### config.mk
export PLATFORM = sky130hd
export DESIGN_NAME = mem_access_ctrl
export DESIGN_NICKNAME = d
export VERILOG_FILES = /design/src/rtl/mem_access_ctrl.sv
export SDC_FILE = /design/constraint.sdc
export NUM_CORES = 1
export LEC_CHECK = 0
export CAP_MARGIN = 20
export CORE_ASPECT_RATIO = 1.2
export CORE_MARGIN = 4
export CORE_UTILIZATION = 40
export CTS_CLUSTER_DIAMETER = 40
export DETAILED_ROUTE_END_ITERATION = 10
export GPL_TIMING_DRIVEN = 0
export PLACE_DENSITY = 0.79
export SLEW_MARGIN = 20
export SYNTH_ARGS = -nofsm -noshare
export SYNTH_HDL_FRONTEND = slang
export SYNTH_SLANG_ARGS = --single-unit
### constraint.sdc
create_clock -name clk -period 1.8 [get_ports clk]
set_input_delay 0.18 -clock clk [delete_from_list [all_inputs] [get_ports clk]]
set_output_delay 0.18 -clock clk [all_outputs]
set_load 0.05 [all_outputs]
### src/rtl/mem_access_ctrl.sv
// mem_access_ctrl
//   Single-outstanding memory access sequencer between the multicycle core
//   and the RAM/UART bus decoder. It latches one request, runs a bus phase
//   with an ack timeout, and returns a one-cycle done pulse with an optional
//   abort flag and the formatted load result.
//
// Ports
//   clk, rst_n            clock, async active-low reset
//   req/we/be/addr/wdata  request pulse and its command, sampled in IDLE
//   ld_op                 load format (LW/LH/LHU/LB/LBU, others act as LW)
//   bus_cs/bus_we/bus_be  registered bus command (cs only while in BUS)
//   bus_addr/bus_wdata    word address and lane-replicated store data
//   bus_rdata/bus_ack     word read data and completion
//   done/err/rdata        completion pulse, abort flag, load result
module mem_access_ctrl #(
  parameter int TIMEOUT = 15,
  parameter int AW      = 30
) (
  input  logic          clk,
  input  logic          rst_n,
  input  logic          req,
  input  logic          we,
  input  logic [3:0]    be,
  input  logic [31:0]   addr,
  input  logic [31:0]   wdata,
  input  logic [2:0]    ld_op,
  output logic          bus_cs,
  output logic          bus_we,
  output logic [3:0]    bus_be,
  output logic [AW-1:0] bus_addr,
  output logic [31:0]   bus_wdata,
  input  logic [31:0]   bus_rdata,
  input  logic          bus_ack,
  output logic          done,
  output logic [31:0]   rdata,
  output logic          err
);

  localparam int CW = (TIMEOUT < 1) ? 1 : $clog2(TIMEOUT + 1);
  localparam logic [CW-1:0] TMO = CW'(TIMEOUT);

  localparam logic [2:0] OP_LH  = 3'b001;
  localparam logic [2:0] OP_LHU = 3'b010;
  localparam logic [2:0] OP_LB  = 3'b011;
  localparam logic [2:0] OP_LBU = 3'b100;

  typedef enum logic [1:0] {IDLE, BUS, DONE} state_t;

  state_t          state, state_d;
  logic [CW-1:0]   cnt;
  logic            we_q;
  logic [3:0]      be_q;
  logic [1:0]      alo_q;
  logic [2:0]      op_q;
  logic [AW-1:0]   baddr_q;
  logic [31:0]     bwdata_q;
  logic            err_q;
  logic [31:0]     rdata_q;
  logic            accept;
  logic            timeout;

  // Store data is placed in the low bits; replicate it so every enabled
  // lane sees the right byte/half regardless of the address offset.
  function automatic logic [31:0] lane_rep(input logic [3:0] b, input logic [31:0] d);
    logic [2:0] pc;
    pc = 3'(b[0]) + 3'(b[1]) + 3'(b[2]) + 3'(b[3]);
    case (pc)
      3'd1:    lane_rep = {4{d[7:0]}};
      3'd2:    lane_rep = {2{d[15:0]}};
      default: lane_rep = d;
    endcase
  endfunction

  function automatic logic [31:0] ld_fmt(input logic [2:0] op, input logic [1:0] a,
                                         input logic [31:0] w);
    logic [7:0]  byt;
    logic [15:0] hlf;
    byt = 8'(w >> {a, 3'b000});
    hlf = a[1] ? w[31:16] : w[15:0];
    case (op)
      OP_LB:   ld_fmt = {{24{byt[7]}}, byt};
      OP_LBU:  ld_fmt = {24'h0, byt};
      OP_LH:   ld_fmt = {{16{hlf[15]}}, hlf};
      OP_LHU:  ld_fmt = {16'h0, hlf};
      default: ld_fmt = w;
    endcase
  endfunction

  assign timeout = (cnt == TMO);

  always_comb begin
    state_d = state;
    accept  = 1'b0;
    case (state)
      IDLE: if (req) begin
        accept  = 1'b1;
        // a store with no lanes enabled can never complete on the bus
        state_d = (we && be == 4'b0000) ? DONE : BUS;
      end
      BUS:  if (bus_ack || timeout) state_d = DONE;
      DONE: state_d = IDLE;
      default: state_d = IDLE;
    endcase
  end

  always_ff @(posedge clk or negedge rst_n) begin
    if (!rst_n) begin
      state    <= IDLE;
      cnt      <= '0;
      we_q     <= 1'b0;
      be_q     <= 4'b0000;
      alo_q    <= 2'b00;
      op_q     <= 3'b000;
      baddr_q  <= '0;
      bwdata_q <= '0;
      err_q    <= 1'b0;
      rdata_q  <= '0;
    end else begin
      state <= state_d;
      if (accept) begin
        we_q     <= we;
        be_q     <= be;
        alo_q    <= addr[1:0];
        op_q     <= ld_op;
        baddr_q  <= AW'(addr[31:2]);
        bwdata_q <= lane_rep(be, wdata);
        err_q    <= we && (be == 4'b0000);
      end
      case (state)
        IDLE: cnt <= '0;   // guarantees a fresh count on BUS entry
        BUS: begin
          if (bus_ack) begin
            err_q <= 1'b0;   // ack beats a coincident timeout
            if (!we_q) rdata_q <= ld_fmt(op_q, alo_q, bus_rdata);
          end else if (timeout) begin
            err_q <= 1'b1;
          end else begin
            cnt <= cnt + 1'b1;
          end
        end
        default: ;
      endcase
    end
  end

  assign bus_cs    = (state == BUS);
  assign bus_we    = bus_cs & we_q;
  assign bus_be    = be_q;
  assign bus_addr  = baddr_q;
  assign bus_wdata = bwdata_q;
  assign done      = (state == DONE);
  assign err       = done & err_q;
  assign rdata     = rdata_q;

endmodule

==> run metrics <==
reg2reg path depth=7; Cells after Synth=493; Synth Area in Compound Gates=0.163; drt pass-1 iters=4; crit path kind=in -> reg; clock skew=3.79 ps; xor and xnor fraction of the mapped netlist area=0.00624; flop-to-flop setup slack=40 ps; asr flop ratio synth=1.00; Worst path max stage delay=540 ps; CP Buf/Inv Count=4; clock power share=0.127; Main synth FF type=dfrtp_1; most used cell, CP=ha_4; hold path startpoint=be[3]; main combinational cell family by area after synthesis=compound AO/OA/AOI/OAI gates; max_cap viols=0; Critical Path Start Type=input pin; Inserted Diodes=0; failing checks=negative setup slack; NetSw=0.00840 W; vias per inst=5.49; Area Growth Syn to Fin=55.5%; fmax=0.548 GHz; Finished Layout Cells=892; Starting Density=0.409; clk buf depth=2; P_leak=3.51 nW; half-perimeter wire length after detailed placement=13.4 mm; mux cell area share after synthesis=0.160; Core Util, Final=0.636; Root Buffer Master=clkbuf_16; commonest non-fill, non-tap cell in the layout=clkdlybuf4s50_1; Avg Cell Area, Syn=11.0 sq um; Worst Max-Slew Pin Slew=610 ps; Num CTS Buffers=9; power share of the combinational group=0.618; Req. time, crit path=2030 ps; Synth Register Bits=111; Slew Limit Fails=0; # IOs=210; DR WL/cell=19.4 microns; status=complete, but fails checks; port bufs=209; share of the yosys chip area belonging to registers=0.513; EDFF count, synth=0; share of power burned in registers=0.255; Setup TNS Final=-46.2 ps; PD cells=2070 mW/mm^2; placed cells=871; Peak VDD IR=0.00125 V; syn nets=606; Min Clock Period, post-route=1830 ps; largest net degree at the start of global routing=83; Placer Congestion=0.842; first-pass GRT wire length=27.7 mm; number of DRC markers in iteration 0=264; Final ANT Viol Nets=0; final setup fails=4; clk slew on worst S/H paths=70 ps; Fin. Hold Viols=0; period utilization=1.01; CP Max Fanout=6; Slew HR=0.592; final worst slack=-26.2 ps; nets=832; internal power=0.00902 W; RSZ-0062 raised after global routing=true; GRT overflow=0; CTS tree=yes; total wire length=17.3 mm; Sw Ratio=0.482; Synth Area in Simple Gates=0.105; H-Tree Depth=3; initial antenna violation count=1; clock sinks=111; FP Rows=46; CP arrival=2060 ps; Netlist Area Pre-Place=0.00541 sq mm; commonest cells after routing, fill and taps aside=199 x clkdlybuf4s50_1, 108 x dfrtp_1, 58 x mux2_2; die height=135 microns; DRC viols=0; nature of the critical path endpoint=flip-flop; Hold Crit Depth=3; final hold slack=99.7 ps; Die Area=0.0155 sq mm; vias=4894; worst hold path class=in -> reg; Placed Area=0.00786 sq mm; Unique masters post-synth=50; fin area=0.00842 sq mm; Syn. warnings=0; Die Width=114 microns; Critical Path Start=be[3]; Top delay family on crit path=adder cells; Synth Area in Adders=0.0129; cell chain of the critical path=buf_8 > inv_8 > fa_1 > inv_2 > ha_4 > ha_4 > xnor2_4 > nor2_4 > buf_12 > mux2i_1 > o21ai_1; worst reg2reg startpoint=state[0]; GRT Total Usage=0.228; Worst path slowest cell=fa_1; clk_lat worst skew=350 ps; layout cells sized above 1=0.235; vias in the first global route=5315; Core Region=0.0132 sq mm; WP depth=11
-- registers in the layout, indices dropped and copies added (netlist names) --
name	count
alo_q	2
bus_addr	30
bus_be	4
bus_wdata	32
cnt	4
err_q	1
op_q	3
rdata	32
state	2
we_q	1
-- area by class of cell --
cell class,count,area [sq um]
buffer,31,224
clock inverter,7,103
clock buffer,9,225
inverter,9,41.3
multi-input combinational,335,2590
timing repair buffer,222,2240
tap,168,210
sequential,111,2780
fill,1076,4820
-- what timing repair did --
action | 4_1_cts | 5_1_grt
endpoints found under the setup margin | 97 | 49
gates resized for setup | 43 | 40
cloned | 0 | 0
endpoints found under the hold margin | 29 | 0
hold buffers | 1 | 0
buffers inserted | 7 | 4
pin swaps | 8 | 6
-- worst min-delay path, cell delays in order --
cell and delay (ps):
buf_8 110, inv_8 40, o21ai_0 70
-- worst paths after layout --
path                                  to
hold reg to reg            bus_wdata[10]
hold / removal                 bus_be[3]
max in group asynchronous   bus_wdata[8]
min in group asynchronous          err_q
setup reg to reg               rdata[25]
setup / recovery           bus_wdata[20]
-- power by group through the flow --
stage	registers (W)	clock network (W)	logic [W]
6_report	0.00444	0.00222	0.0108
5_1_grt	0.00460	0.00237	0.0114
4_1_cts	0.00444	0.00227	0.0106
3_5_place_dp	0.00444	0	0.0105
3_3_place_gp	0.00439	0	0.0103
2_1_floorplan	0.00809	0	0.00326
-- layer usage --
layer  vias to the layer above  global-route usage  wire length, microns
met3                        37              0.0898                  1640
met2                       211               0.388                  8530
met5                         -                   0                    12
met4                         2              0.0812                   535
met1                      2385               0.260                  6630
li1                       2259                   -                     -
-- stage by stage --
step / total power [W] / setup WS (ps)
final: 0.0174 / -26.2
after global routing: 0.0183 / -84.9
after CTS: 0.0173 / -10.4
after detailed placement: 0.0149 / -1200
after global placement: 0.0147 / -3700
after floorplan: 0.0113 / -303
-- kinds of logic (layout without fill, tap and decap cells) --
group           count (synthesis)  after routing
mux                            79             79
buf+inv                        47            278
compound gates                128            128
simple gates                  120            120
xor+xnor                        3              3
fa+ha+maj                       5              5
flops                         111            111
-- Yosys cell counts, drive strengths merged, types with 2 or more instances --
cell type | instances | area, sq um
dfrtp | 111 | 2780
mux2 | 58 | 653
nor2 | 49 | 189
nand2 | 42 | 158
o21ai | 36 | 180
a21oi | 29 | 149
clkbuf | 21 | 78.8
mux2i | 21 | 214
buf | 17 | 104
a221o | 16 | 173
o211ai | 10 | 75.1
o221ai | 10 | 87.6
inv | 9 | 33.8
o22ai | 7 | 43.8
a222oi | 6 | 60.1
nor2b | 5 | 38.8
and2 | 4 | 25.0
ha | 4 | 50.1
nand3 | 4 | 20.0
nand3b | 4 | 33.8
a22oi | 2 | 15.0
nand2b | 2 | 12.5
nor3b | 2 | 15.0
nor4bb | 2 | 20.0
o21a | 2 | 15.0
o31ai | 2 | 15.0
xnor2 | 2 | 17.5
Power figures use the tool's default switching activity.
